<file path="src/rtl/lcd_pkg.sv">
// Shared definitions for the character-LCD read and write drivers: mode codes, FSM states,
// busy-flag position and the controller instruction set.
package lcd_pkg;

  localparam logic [1:0] MODE_STATUS = 2'b00;
  localparam logic [1:0] MODE_DATA   = 2'b01;
  localparam logic [1:0] MODE_POLL   = 2'b10;

  localparam int unsigned BF_BIT = 7;

  localparam logic [7:0] CMD_CLEAR       = 8'h01;
  localparam logic [7:0] CMD_HOME        = 8'h02;
  localparam logic [7:0] CMD_ENTRY_MODE  = 8'h06;
  localparam logic [7:0] CMD_DISPLAY_ON  = 8'h0C;
  localparam logic [7:0] CMD_FUNC_4BIT   = 8'h28;
  localparam logic [7:0] CMD_FUNC_8BIT   = 8'h38;
  localparam logic [7:0] CMD_SET_DDRAM   = 8'h80;

  typedef enum logic [2:0] {
    StIdle, StReq, StSetup, StEHigh, StHold, StDone
  } rdState_e;

  function automatic int unsigned max3(input int unsigned a, input int unsigned b,
                                       input int unsigned c);
    int unsigned m;
    m = (a > b) ? a : b;
    return (m > c) ? m : c;
  endfunction

endpackage

</file>
<file path="src/rtl/lcd_phase_timer.sv">
// Loadable down-counter timing one bus phase; done is high during the last cycle of the phase.
module lcd_phase_timer #(
  parameter int unsigned Width = 2
) (
  input  logic             clk,
  input  logic             rst,
  input  logic             load,
  input  logic [Width-1:0] loadVal,
  output logic             done
);

  logic [Width-1:0] cnt;

  always_ff @(posedge clk or negedge rst) begin
    if (!rst) begin
      cnt <= '0;
    end else if (load) begin
      cnt <= loadVal;
    end else if (cnt != '0) begin
      cnt <= cnt - 1'b1;
    end
  end

  assign done = (cnt == Width'(1));

endmodule

</file>
<file path="src/rtl/lcd_status_reader.sv">
// HD44780 read-cycle engine (status, data, poll-until-not-busy) sharing the LCD pins via busReq/busGnt.
// Define LCD_READ_4BIT_EN for the 4-bit bus: two nibble cycles per byte on lcdDataIn[7:4].
module lcd_status_reader
  import lcd_pkg::*;
#(
  parameter int unsigned SETUP_CYC = 2,
  parameter int unsigned EHIGH_CYC = 4,
  parameter int unsigned HOLD_CYC  = 2,
  parameter int unsigned MAX_POLLS = 255
) (
  input  logic       clk,
  input  logic       rst,
  input  logic       start,
  input  logic [1:0] mode,
  output logic       ready,
  output logic       rdValid,
  output logic [7:0] rdData,
  output logic       busyFlag,
  output logic [6:0] addrCnt,
  output logic       timeout,
  output logic       busReq,
  input  logic       busGnt,
  input  logic [7:0] lcdDataIn,
  output logic       lcdRS,
  output logic       lcdRW,
  output logic       lcdE
);

  localparam int unsigned PhW = $clog2(max3(SETUP_CYC, EHIGH_CYC, HOLD_CYC) + 1);
  localparam int unsigned PcW = $clog2(MAX_POLLS + 1);

  rdState_e       state;
  logic [1:0]     modeQ;
  logic [PcW-1:0] pollCnt;
  logic [7:0]     sampled;
  logic           tmrLoad;
  logic [PhW-1:0] tmrVal;
  logic           tmrDone;
  logic           rePoll;
  logic           moreNib;

`ifdef LCD_READ_4BIT_EN
  logic nibLow;
  assign moreNib = !nibLow;
`else
  assign moreNib = 1'b0;
`endif

  assign rePoll = (modeQ == MODE_POLL) && sampled[BF_BIT] &&
                  (pollCnt < PcW'(MAX_POLLS - 1));

  // Timer is reloaded on the same edge the FSM enters the next phase.
  always_comb begin
    tmrLoad = 1'b0;
    tmrVal  = PhW'(SETUP_CYC);
    unique case (state)
      StReq:   tmrLoad = busGnt;
      StSetup: begin
        tmrLoad = tmrDone;
        tmrVal  = PhW'(EHIGH_CYC);
      end
      StEHigh: begin
        tmrLoad = tmrDone;
        tmrVal  = PhW'(HOLD_CYC);
      end
      StHold:  tmrLoad = tmrDone && (moreNib || rePoll);
      default: ;
    endcase
  end

  lcd_phase_timer #(
    .Width(PhW)
  ) u_timer (
    .clk    (clk),
    .rst    (rst),
    .load   (tmrLoad),
    .loadVal(tmrVal),
    .done   (tmrDone)
  );

  always_ff @(posedge clk or negedge rst) begin
    if (!rst) begin
      state    <= StIdle;
      modeQ    <= MODE_STATUS;
      pollCnt  <= '0;
      sampled  <= '0;
      ready    <= 1'b1;
      rdValid  <= 1'b0;
      rdData   <= '0;
      busyFlag <= 1'b0;
      addrCnt  <= '0;
      timeout  <= 1'b0;
      busReq   <= 1'b0;
      lcdRS    <= 1'b0;
      lcdRW    <= 1'b0;
      lcdE     <= 1'b0;
`ifdef LCD_READ_4BIT_EN
      nibLow   <= 1'b0;
`endif
    end else begin
      unique case (state)
        StIdle: begin
          if (start) begin
            modeQ  <= (mode == 2'b11) ? MODE_STATUS : mode;
            ready  <= 1'b0;
            busReq <= 1'b1;
            state  <= StReq;
          end
        end
        StReq: begin
          if (busGnt) begin
            lcdRW <= 1'b1;
            lcdRS <= (modeQ == MODE_DATA);
            state <= StSetup;
          end
        end
        StSetup: begin
          if (tmrDone) begin
            lcdE  <= 1'b1;
            state <= StEHigh;
          end
        end
        StEHigh: begin
          if (tmrDone) begin
            lcdE  <= 1'b0;
            state <= StHold;
`ifdef LCD_READ_4BIT_EN
            if (nibLow) sampled[3:0] <= lcdDataIn[7:4];
            else        sampled[7:4] <= lcdDataIn[7:4];
`else
            sampled <= lcdDataIn;
`endif
          end
        end
        StHold: begin
          if (tmrDone) begin
`ifdef LCD_READ_4BIT_EN
            nibLow <= ~nibLow;
`endif
            if (moreNib) begin
              state <= StSetup;
            end else if (rePoll) begin
              pollCnt <= pollCnt + 1'b1;
              state   <= StSetup;
            end else begin
              rdValid <= 1'b1;
              rdData  <= sampled;
              timeout <= (modeQ == MODE_POLL) && sampled[BF_BIT];
              lcdRW   <= 1'b0;
              lcdRS   <= 1'b0;
              if (modeQ != MODE_DATA) begin
                busyFlag <= sampled[BF_BIT];
                addrCnt  <= sampled[6:0];
              end
              state <= StDone;
            end
          end
        end
        StDone: begin
          rdValid <= 1'b0;
          timeout <= 1'b0;
          busReq  <= 1'b0;
          ready   <= 1'b1;
          pollCnt <= '0;
          state   <= StIdle;
        end
        default: state <= StIdle;
      endcase
    end
  end

endmodule

</file>
<file path="config.mk">
export PLATFORM = sky130hd
export DESIGN_NAME = lcd_status_reader
export DESIGN_NICKNAME = d
export VERILOG_FILES = /design/src/rtl/lcd_pkg.sv /design/src/rtl/lcd_phase_timer.sv /design/src/rtl/lcd_status_reader.sv
export SDC_FILE = /design/constraint.sdc
export NUM_CORES = 1
export LEC_CHECK = 0
export ABC_CLOCK_PERIOD_IN_PS = 4250
export CAP_MARGIN = 20
export CELL_PAD_IN_SITES_DETAIL_PLACEMENT = 1
export CELL_PAD_IN_SITES_GLOBAL_PLACEMENT = 1
export CORE_MARGIN = 2
export CORE_UTILIZATION = 30
export CTS_CLUSTER_SIZE = 28
export DETAILED_ROUTE_END_ITERATION = 12
export HOLD_SLACK_MARGIN = 0.12
export PLACE_DENSITY_LB_ADDON = 0.2
export SYNTH_ARGS = -nofsm -noshare
export SYNTH_HDL_FRONTEND = slang
export SYNTH_SLANG_ARGS = --single-unit
</file>
<file path="constraint.sdc">
create_clock -name clk -period 4.25 [get_ports clk]
set_input_delay 0.85 -clock clk [delete_from_list [all_inputs] [get_ports clk]]
set_output_delay 0.85 -clock clk [all_outputs]
set_load 0.05 [all_outputs]
</file>
# Word-level counts from Yosys, hierarchy flattened
# Index checks and enable logic that the tools add are counted.
[op_classes]
n_addsub = 2
order_cmp = 1
eq_ne = 17
n_mux = 34
bitwise_logic = 1
n_reduce_logical = 21
[ops]
columns = ["op", "count"]
rows = [
  ["$mux W3", 9],
  ["$mux W8", 2],
  ["$pmux W8 S2", 1],
  ["$pmux W3 S5", 1],
  ["$ne A2 B2 Y1 const B", 7],
  ["$pmux W1 S2", 7],
  ["$mux W1", 12],
  ["$reduce_and A3 Y1", 4],
  ["$reduce_bool A2 Y1", 5],
  ["$add A8 B1 Y8 const B", 1],
  ["$lt A8 B8 Y1 const B", 1],
  ["$reduce_and A4 Y1", 2],
  ["$eq A3 B1 Y1 const B", 2],
  ["$eq A3 B2 Y1 const B", 2],
  ["$eq A3 B3 Y1 const B", 2],
  ["$reduce_and A2 Y1", 3],
  ["$reduce_and A5 Y1", 1],
  ["$eq A2 B2 Y1 const B", 2],
  ["$logic_and A1 B1 Y1", 3],
  ["$logic_not A3 Y1", 1],
  ["$pmux W1 S3", 1],
  ["$reduce_bool A3 Y1", 1],
  ["$sub A3 B1 Y3 const B", 1],
  ["$eq A2 B1 Y1 const B", 1],
  ["other kinds (4)", 4],
]
[totals]
ff_bits = 47
input_bits = 14
output_inout_bits = 23
word_cells = 91

# Longest topological paths before layout
# Gate-level depths: netlist of run 1.
[logic_depth]
word_depth = 6
mapped_depth = 7
ltp_nobuf = 6

# Cells and area by module
# Synthesis of run 1 repeated with hierarchy kept, for this count alone.
[hier_totals]
cells_unflattened = 191
area_unflattened_um2 = 2207.1
[modules_own_cells]
columns = ["module", "n_inst", "cells_per_inst", "area_each_um2", "seq_area_each_um2"]
rows = [
  ["lcd_status_reader", 1, 169, 1988.2, 1102.3],
  ["lcd_phase_timer", 1, 22, 219.0, 75.1],
]

# Least setup slack after synthesis of run 1
# No wires, ideal clock.
[synth_timing]
kind = "register to register"
startpoint = "register u_timer.cnt[1]"
endpoint = "register addrCnt[0]"
setup_ns = 0.125
arrival_ns = 1.802
t_required_ns = 4.125
path_slack_ns = 2.324
stages_incl_launch_ff = 7
n_path_buf = 0
synth_period_minus_slack_ns = 1.926
cell_sequence = "dfrtp_1 > inv_1 > ha_1 > nor2b_1 > nand2_1 > nor3b_4 > mux2_2"
[synth_between]
elab_chain_len = 2
[synth_lines]
columns = ["element", "line_no", "text"]
rows = [
  ["start, declared", "lcd_phase_timer.sv:12", "logic [Width-1:0] cnt;"],
  ["start signal, assigned", "lcd_phase_timer.sv:18", "cnt <= loadVal;"],
  ["start signal, assigned", "lcd_phase_timer.sv:20", "cnt <= cnt - 1'b1;"],
  ["$eq A3 B1 Y1", "lcd_phase_timer.sv:24", "assign done = (cnt == Width'(1));"],
  ["$reduce_and A4 Y1 (no line)", "--", ""],
  ["end signal, assigned", "lcd_status_reader.sv:153", "addrCnt <= sampled[6:0];"],
  ["end, declared", "lcd_status_reader.sv:19", "output logic [6:0] addrCnt,"],
]
# Every way passes these cells.
# A chain may end at the register's enable or synchronous reset.

# Worst setup path after layout of run 1
[layout_timing]
startpoint = "register ready"
endpoint = "output ready"
[layout_lines]
columns = ["element", "line_no", "text"]
rows = [
  ["start, declared", "lcd_status_reader.sv:15", "output logic ready,"],
  ["start signal, assigned", "lcd_status_reader.sv:87", "ready <= 1'b1;"],
  ["start signal, assigned", "lcd_status_reader.sv:105", "ready <= 1'b0;"],
  ["start signal, assigned", "lcd_status_reader.sv:163", "ready <= 1'b1;"],
]
# No word-level cell between the ends.

==> out/results.ini, run 1 <==
[sta]
final_max_slew_viol_count=0
hold_viol=0
finalCritPeriodShare_pct=58.6
relSlewSlack_pct=56.4
finalSetupTns_ns=0
hold_slack_ns=0.490
fin_crit_ns=2.49
fmax_mhz=402
setup_viol=0
max_slew.worst_pin.slew_ns=0.653
rsz0062_at_grt=no
fin_worst_skew_ns=0.00936

[setup_path]
crit_fanout=2
critical_path_arrival_ns=1.64
slowest_delay_ns=0.80
crit_chain=clkdlybuf4s50_1
critPathCaptureType=output port
worstSetupPathType=reg -> out
crit_buf_inv=1
cp.required_ns=3.40
path_delay_family=buffers and inverters
cp_slowest_cell=clkdlybuf4s50_1
start_kind=flip-flop

[synthesis]
synth.most_common_cell=dfrtp_1
synth_nets=202
synth-edff-count=0
syn_avg_cell_area_sq_um=12.1
synth_top_area_share_pct=51.6
synthTopCellsByCount=46 x dfrtp_1, 19 x mux2_2, 15 x nand2_1
synth_ff_type=dfrtp_1
async_flop_share_pct=100
synthDistinctLibCells=48
netlist_area_sq_um=2230
ys_warn_count=0
synthCells=184
ys_seq_area_share_pct=52.8
synth_seq_cells=47
ys_top_cells_by_area=dfrtp_1 52%, mux2_2 9.6%, mux2_4 4.0%
synth_top_area_cell=dfrtp_1

[cells_and_area]
drive_gt1_share_pct=21.5
antenna_cells=0
areaGrowthSynthToFinish_pct=23.8
nNetsFinal=240
instances_no_fill=322

[drt]
routed-via-count=1526
vias_per_cell=4.74
postRouteAntennaNets=0
routedWlPerCell_um=15.3
drc=0
dr.pass1.iters=4
drt_iter0_markers=66
wirelength_um=4920

[clocking]
root_buffer=clkbuf_8
cts_buffers=5
clkLatencyLatePin_ns=0.30
cts_resized=0
cts_tree=built
h-tree-depth=2
cts_setup_buffers=0
clkTransAtPathRegs_ns=0.10
hold_buffers=0
clock-sinks=47
clockBufferDepth=2

[floorplan]
initial_utilization_pct=30.9
fp.dieW_um=90.2
die_y_um=90.2
dieArea_sq_um=8140
io_pins=37
placementRows=31
coreArea_sq_um=7210

[job]
drv_cap=0

[hold_path]
hp-class=reg -> reg

[power_and_ir_drop]
p_leak_uw=0.00117
powerDensity_nw_per_um2=644
power_uw=1780
vdd_ir_drop_max_mv=0.277

[grt]
grt_pass1_wl_um=8460
track_usage_pct=12.9
antenna_found_initial=0
grt_pass1_vias=1651
grt-ovfl-total=0
grt_max_degree=48

[place]
portBuffers=36
post-place-cells=314
dpl.hpwl_um=3430
place.gp.congestion=0.719

[run_status]
status=complete, no violations

[cell families after synthesis]
logic type / count (synthesis) / synth area share, %
AND/OR/NAND/NOR: 62 / 17.3
flip-flops: 47 / 52.8
AO/OA/AOI/OAI: 31 / 10.0
multiplexers: 25 / 13.6
buffers and inverters: 13 / 3.25
adder cells (fa/ha/maj): 4 / 2.24
XOR/XNOR: 2 / 0.785
[cells in the final DEF, fill, tap and decap left out, drive strengths merged, types with 2 or more instances in the layout]
| cell | synthesis | layout |
|---|---|---|
| or2 | 2 | 2 |
| nand3b | 4 | 4 |
| clkinv | 0 | 2 |
| nor2 | 7 | 7 |
| dfrtp | 46 | 46 |
| a21oi | 5 | 5 |
| nand3 | 5 | 5 |
| o21ai | 11 | 11 |
| and4bb | 2 | 2 |
| clkdlybuf4s50 | 0 | 35 |
| or3 | 2 | 2 |
| nor3 | 4 | 4 |
| nor2b | 2 | 2 |
| mux2 | 25 | 25 |
| ha | 4 | 4 |
| nor3b | 3 | 3 |
| nand2b | 5 | 5 |
| and3 | 3 | 3 |
| inv | 7 | 8 |
| o211ai | 3 | 3 |
| buf | 4 | 2 |
| a31oi | 2 | 2 |
| a21o | 2 | 2 |
| clkbuf | 2 | 5 |
| nand2 | 15 | 15 |
[per-stage QoR]
step	worst slack, ns	util, %	area, sq um
2_1_floorplan	2.32	-	2230
3_3_place_gp	1.90	37.0	2670
3_5_place_dp	1.88	37.0	2670
4_1_cts	1.74	38.3	2760
5_1_grt	1.72	38.3	2760
6_report	1.76	38.3	2760
[final timing paths]
kind                                      from         end  slack [ns]  cells after the start
worst min-delay path                   rdValid     rdValid        0.49                      2
max in group asynchronous                  rst  pollCnt[1]        3.21                      2
worst max register to register  u_timer.cnt[1]    busyFlag        1.99                      6
worst max-delay path                     ready       ready        1.76                      1
min in group asynchronous                  rst  pollCnt[7]        0.64                      2
worst min register to register         rdValid     rdValid        0.49                      2
[worst min-delay path: cells and delay by family, from the launching register on]
family | cells | cell delay [ns]
flops | 1 | 0.36
simple gates | 2 | 0.10
[registers in the layout, summed over array words and instances, names as in the netlist]
name,cells
lcdE,1
sampled,8
u_timer.cnt,3
lcdRW,1
busReq,1
modeQ,2
rdValid,1
busyFlag,1
timeout,1
rdData,8
addrCnt,7
pollCnt,8
lcdRS,1
state,3
ready,1
[layer usage]
| layer | global-route usage [%] | up-vias | wire length (um) |
|---|---|---|---|
| met5 | 0 | - | 0 |
| met4 | 3.46 | 0 | 48 |
| met3 | 4.11 | 5 | 235 |
| met2 | 20.1 | 29 | 2250 |
| met1 | 17.4 | 758 | 2390 |
| li1 | - | 734 | - |
[power breakdown]
group	switching, uW	leakage [uW]	total, uW	internal (uW)
Sequential	131	0.000580	727	597
Combinational	447	0.000538	770	323
Clock	164	0.0000485	282	118
[area by class of cell]
type	count	area [sq um]
Multi-Input combinational cell	124	981
Fill cell	785	4450
Clock inverter	3	22.5
Clock buffer	5	68.8
Tap cell	99	124
Sequential cell	47	1180
Inverter	7	26.3
Timing Repair Buffer	37	363
No activity file was read; power rests on OpenSTA's default activity.
==> run 2: changes to the inputs <==
- ABC_CLOCK_PERIOD_IN_PS: 4250 -> 2590
- clock period: 4.25 -> 2.59 ns (I/O delays scaled with it)
==> out/results.ini, run 2 (synthesis results as in run 1) <==
[clocking]
cts_buffers=5  ; unchanged
cts_setup_buffers=0  ; unchanged
h-tree-depth=2  ; unchanged
cts_tree=built
clockBufferDepth=2  ; unchanged
clkLatencyLatePin_ns=0.31  ; about the same
clkTransAtPathRegs_ns=0.10  ; about the same
hold_buffers=0  ; unchanged
cts_resized=0  ; unchanged
root_buffer=clkbuf_8
clock-sinks=47  ; unchanged

[sta]
fin_worst_skew_ns=0.00792  ; -0.00144 ns
relSlewSlack_pct=43.9  ; -12 points
final_max_slew_viol_count=0  ; unchanged
rsz0062_at_grt=no
setup_viol=0  ; unchanged
finalCritPeriodShare_pct=83.2
fin_crit_ns=2.16
hold_viol=0  ; unchanged
fmax_mhz=464
hold_slack_ns=0.307  ; -0.183 ns
finalSetupTns_ns=0  ; unchanged
max_slew.worst_pin.slew_ns=0.841  ; +0.188 ns

[power_and_ir_drop]
vdd_ir_drop_max_mv=0.534  ; +93%
powerDensity_nw_per_um2=1060  ; +64%
p_leak_uw=0.00118  ; +1.4%

[place]
portBuffers=36  ; unchanged
place.gp.congestion=0.751  ; +4.5%
dpl.hpwl_um=3570  ; +4.1%
post-place-cells=317  ; +0.96%

[grt]
antenna_found_initial=0  ; unchanged
track_usage_pct=12.7  ; -0.22 points
grt_max_degree=37  ; -23%
grt_pass1_wl_um=8420  ; -0.48%
grt_pass1_vias=1691  ; +2.4%
grt-ovfl-total=0  ; unchanged

[cells_and_area]
top_regs=pollCnt: 8 flops, rdData: 8 flops, sampled: 8 flops
drive_gt1_share_pct=22.6  ; +1.0 points
areaGrowthSynthToFinish_pct=24.8
nNetsFinal=243  ; +1.3%
layout_commonest_cell=dfrtp_1
antenna_cells=0  ; unchanged
layout_common_cells=46 x dfrtp_1, 35 x clkdlybuf4s50_1, 19 x mux2_2
instances_no_fill=325  ; +0.93%

[setup_path]
path_delay_family=buffers and inverters
crit_buf_inv=1  ; unchanged
cp.required_ns=2.07  ; -1.33 ns
slowest_delay_ns=0.79  ; about the same
critPathCaptureType=output port
worstSetupPathType=reg -> out
start_kind=flip-flop
crit_chain=clkdlybuf4s50_1
cp_slowest_cell=clkdlybuf4s50_1
critical_path_arrival_ns=1.64  ; about the same
crit_fanout=2  ; unchanged

[run_status]
status=complete, no violations

[floorplan]
coreArea_sq_um=7210  ; unchanged
die_y_um=90.2  ; unchanged
fp.dieW_um=90.2  ; unchanged
initial_utilization_pct=30.9  ; unchanged
dieArea_sq_um=8140  ; unchanged
placementRows=31  ; unchanged
io_pins=37  ; unchanged

[drt]
routed-via-count=1577  ; +3.3%
routedWlPerCell_um=15.4  ; +0.97%
wirelength_um=5010  ; +1.9%
drt_iter0_markers=72  ; +9.1%
postRouteAntennaNets=0  ; unchanged
vias_per_cell=4.85  ; +2.4%
dr.pass1.iters=4  ; unchanged
drc=0  ; unchanged

[job]
drv_cap=0  ; unchanged

[hold_path]
hp-class=in -> async

run 2: cell count changes in the layout (fill, tap and decap cells not counted), sizes merged:
cell    delta
buf        +3
clkinv     -1
inv        +1
run 2: metrics by stage:
step | util (%) | setup slack, ns | power, uW | instance area, sq um
2_1_floorplan | - | 0.664 | 2090 | 2230
3_3_place_gp | 37.3 | 0.632 | 2490 | 2690
3_5_place_dp | 37.3 | 0.565 | 2500 | 2690
4_1_cts | 38.6 | 0.419 | 2990 | 2790
5_1_grt | 38.6 | 0.363 | 3120 | 2790
6_report | 38.6 | 0.434 | 2950 | 2790
run 2: worst reg2reg max path, stage by stage, from the launching register on:
cell and delay [ns]:
dfrtp_1 0.58, nor3b_1 0.30, nand2_1 0.17, nor3b_4 0.48
mux2_2 0.39
run 2: area by class of cell:
type,count,area [sq um]
repair buffers,40,385
clock buffers,5,68.8
clock inverters,3,22.5
multi-input cells,124,981
well taps,99,124
fillers,812,4430
flip-flops and latches,47,1180
inverters,7,26.3
run 2: layer usage:
| layer | track usage (%) | vias to the layer above | part of all wire (%) |
|---|---|---|---|
| li1 | - | 741 | - |
| met5 | 0 | - | 0 |
| met4 | 3.85 | 0 | 1.2 |
| met1 | 17.0 | 803 | 48 |
| met2 | 20.6 | 27 | 47 |
| met3 | 2.85 | 6 | 3.7 |
run 2: final timing paths:
check	startpoint	end	slack, ns	cells after the start
max in group asynchronous	rst	addrCnt[2]	1.66	2
min reg2reg	rdValid	rdValid	0.49	2
max	ready	ready	0.43	1
max reg2reg	state[2]	addrCnt[6]	0.56	4
min	rst	state[0]	0.31	1
min in group clk	rdValid	rdValid	0.49	2
run 2: where the power goes:
group          leakage, uW  switching (uW)  total (uW)  internal (uW)
clock network    0.0000489             278         473            196
registers         0.000580             214        1190            979
logic             0.000554             738        1280            542
total              0.00118            1230        2950           1720
==> run 3: changes to the inputs <==
- ABC_CLOCK_PERIOD_IN_PS: 2590 -> 2000
- clock period: 2.59 -> 2 ns (I/O delays scaled with it)
==> out/results.ini, run 3 (synthesis results as in run 1) <==
[sta]
hold_viol=0  ; unchanged
finalCritPeriodShare_pct=95.1
fin_crit_ns=1.90
finalSetupTns_ns=0  ; unchanged
fmax_mhz=526
rsz0062_at_grt=no
hold_slack_ns=0.487  ; +0.180 ns
max_slew.worst_pin.slew_ns=0.514  ; -0.327 ns
fin_worst_skew_ns=0.00715  ; -0.000775 ns
relSlewSlack_pct=65.6  ; +22 points
setup_viol=0  ; unchanged
final_max_slew_viol_count=0  ; unchanged

[drt]
drc=0  ; unchanged
drt_iter0_markers=69  ; -4.2%
dr.pass1.iters=4  ; unchanged
postRouteAntennaNets=0  ; unchanged
vias_per_cell=4.77  ; -1.8%
routedWlPerCell_um=15.4  ; +0.10%
routed-via-count=1592  ; +0.95%
wirelength_um=5150  ; +2.9%

[place]
post-place-cells=325  ; +2.5%
place_area_sq_um=2780  ; +3.1%
place.gp.congestion=0.754  ; +0.37%
dpl.hpwl_um=3600  ; +0.97%
portBuffers=36  ; unchanged

[floorplan]
placementRows=31  ; unchanged
die_y_um=90.2  ; unchanged
coreArea_sq_um=7210  ; unchanged
initial_utilization_pct=30.9  ; unchanged
dieArea_sq_um=8140  ; unchanged
fp.dieW_um=90.2  ; unchanged
io_pins=37  ; unchanged

[job]
drv_cap=0  ; unchanged

[grt]
antenna_found_initial=0  ; unchanged
grt_pass1_vias=1803  ; +6.6%
use_met2_pct=22.4  ; +1.8 points
grt_pass1_wl_um=9000  ; +7.0%
grt_util_met1_pct=18.2  ; +1.2 points
grt-ovfl-total=0  ; unchanged
grt_max_degree=48  ; +30%
grtUsageMet3_pct=3.44  ; +0.59 points
track_usage_pct=13.8  ; +1.1 points
top_usage_layer=met2

[clocking]
clock-sinks=47  ; unchanged
clkTransAtPathRegs_ns=0.10  ; about the same
root_buffer=clkbuf_8
cts_tree=built
cts_setup_buffers=0  ; unchanged
cts_buffers=5  ; unchanged
clkLatencyLatePin_ns=0.30  ; about the same
clockBufferDepth=2  ; unchanged
h-tree-depth=2  ; unchanged

[cells_and_area]
areaGrowthSynthToFinish_pct=29.2
n_fill_cell=812  ; unchanged
antenna_cells=0  ; unchanged
layout_commonest_cell=dfrtp_1
fin_util_pct=40.0  ; +1.4 points
nNetsFinal=252  ; +3.7%
stdcell_area_sq_um=2880  ; +3.5%
drive_gt1_share_pct=26.0  ; +3.4 points
layout_common_cells=46 x dfrtp_1, 34 x clkdlybuf4s50_1, 19 x mux2_2
instances_no_fill=334  ; +2.8%
top_regs=pollCnt: 8 flops, rdData: 8 flops, sampled: 8 flops

[setup_path]
crit_fanout=3  ; +1
crit_buf_inv=1  ; unchanged
path_delay_family=buffers and inverters
critical_path_arrival_ns=1.50  ; -0.14 ns
cp_slowest_cell=clkdlybuf4s50_1
slowest_delay_ns=0.82  ; +0.03 ns
critPathCaptureType=output port
start_kind=flip-flop
worstSetupPathType=reg -> out
crit_chain=clkdlybuf4s50_1
cp.required_ns=1.60  ; -0.47 ns

[power_and_ir_drop]
power_frac_seq_pct=39.3  ; -1.2 points
p_leak_uw=0.00124  ; +4.8%
p_comb_share_pct=44.9  ; +1.5 points
switchingPower_uw=1590  ; +30%
powerDensity_nw_per_um2=1340  ; +26%
power.share.switching_pct=41.4  ; -0.30 points
pwr-share-clk_pct=15.8  ; -0.3 points
internal-power_uw=2260  ; +31%
vdd_ir_drop_max_mv=0.586  ; +9.9%

[hold_path]
hp-class=reg -> reg

[run_status]
status=complete, no violations

[run 3: cell count changes in the layout (fill, tap and decap cells not counted), sizes merged]
cell	delta
dlygate4sd3	+1
clkdlybuf4s50	-1
buf	+9
[run 3: worst register-to-register path: cells and delay by family (launching register included)]
family / cells / cell delay, ns
muxes: 1 / 0.33
adders and majority gates: 1 / 0.20
buffers and inverters: 2 / 0.25
and+or+nand+nor: 3 / 0.60
DFF: 1 / 0.38
[run 3: through the flow]
stage / total power [uW] / setup slack, ns
after floorplan: 2710 / 0.0738
after global placement: 3250 / 0.132
after detailed placement: 3260 / 0.140
after CTS: 3900 / 0.0747
after global routing: 4100 / 0.00652
final: 3850 / 0.0988
[run 3: cell type report]
class	count	area, sq um	share of cell area (%)
Sequential cell	47	1180	40.8
Multi-Input combinational cell	124	986	34.2
Timing Repair Buffer	49	478	16.6
Tap cell	99	124	4.30
Clock buffer	5	68.8	2.39
Inverter	7	26.3	0.911
Clock inverter	3	22.5	0.781
[run 3: repair_timing]
item                                    4_1_cts  5_1_grt
hold buffers                                  1        0
gates resized for setup                       0        1
hold endpoints to repair                     46        0
endpoints found under the setup margin        0        2
[run 3: per-layer routing]
metal	up-vias	wire [um]
met3	5	194
li1	758	-
met4	0	57
met5	-	0
met2	29	2420
met1	800	2480
[run 3: power by group through the flow]
stage               combinational, uW  sequential (uW)  clock [uW]
global route                     1850             1560         681
CTS                              1740             1520         640
finish                           1730             1510         609
global placement                 1710             1540           0
detailed placement               1730             1530           0
floorplan                         731             1980           0
[run 3: final timing paths]
kind	start	endpoint	slack, ns	depth (start not counted)
max in group asynchronous	rst	ready	1.10	3
hold reg to reg	ready	ready	0.49	2
hold / removal	ready	ready	0.49	2
setup / recovery	timeout	timeout	0.1	1
setup reg to reg	u_timer.cnt[1]	addrCnt[0]	0.12	7
min in group asynchronous	rst	u_timer.cnt[0]	0.60	3
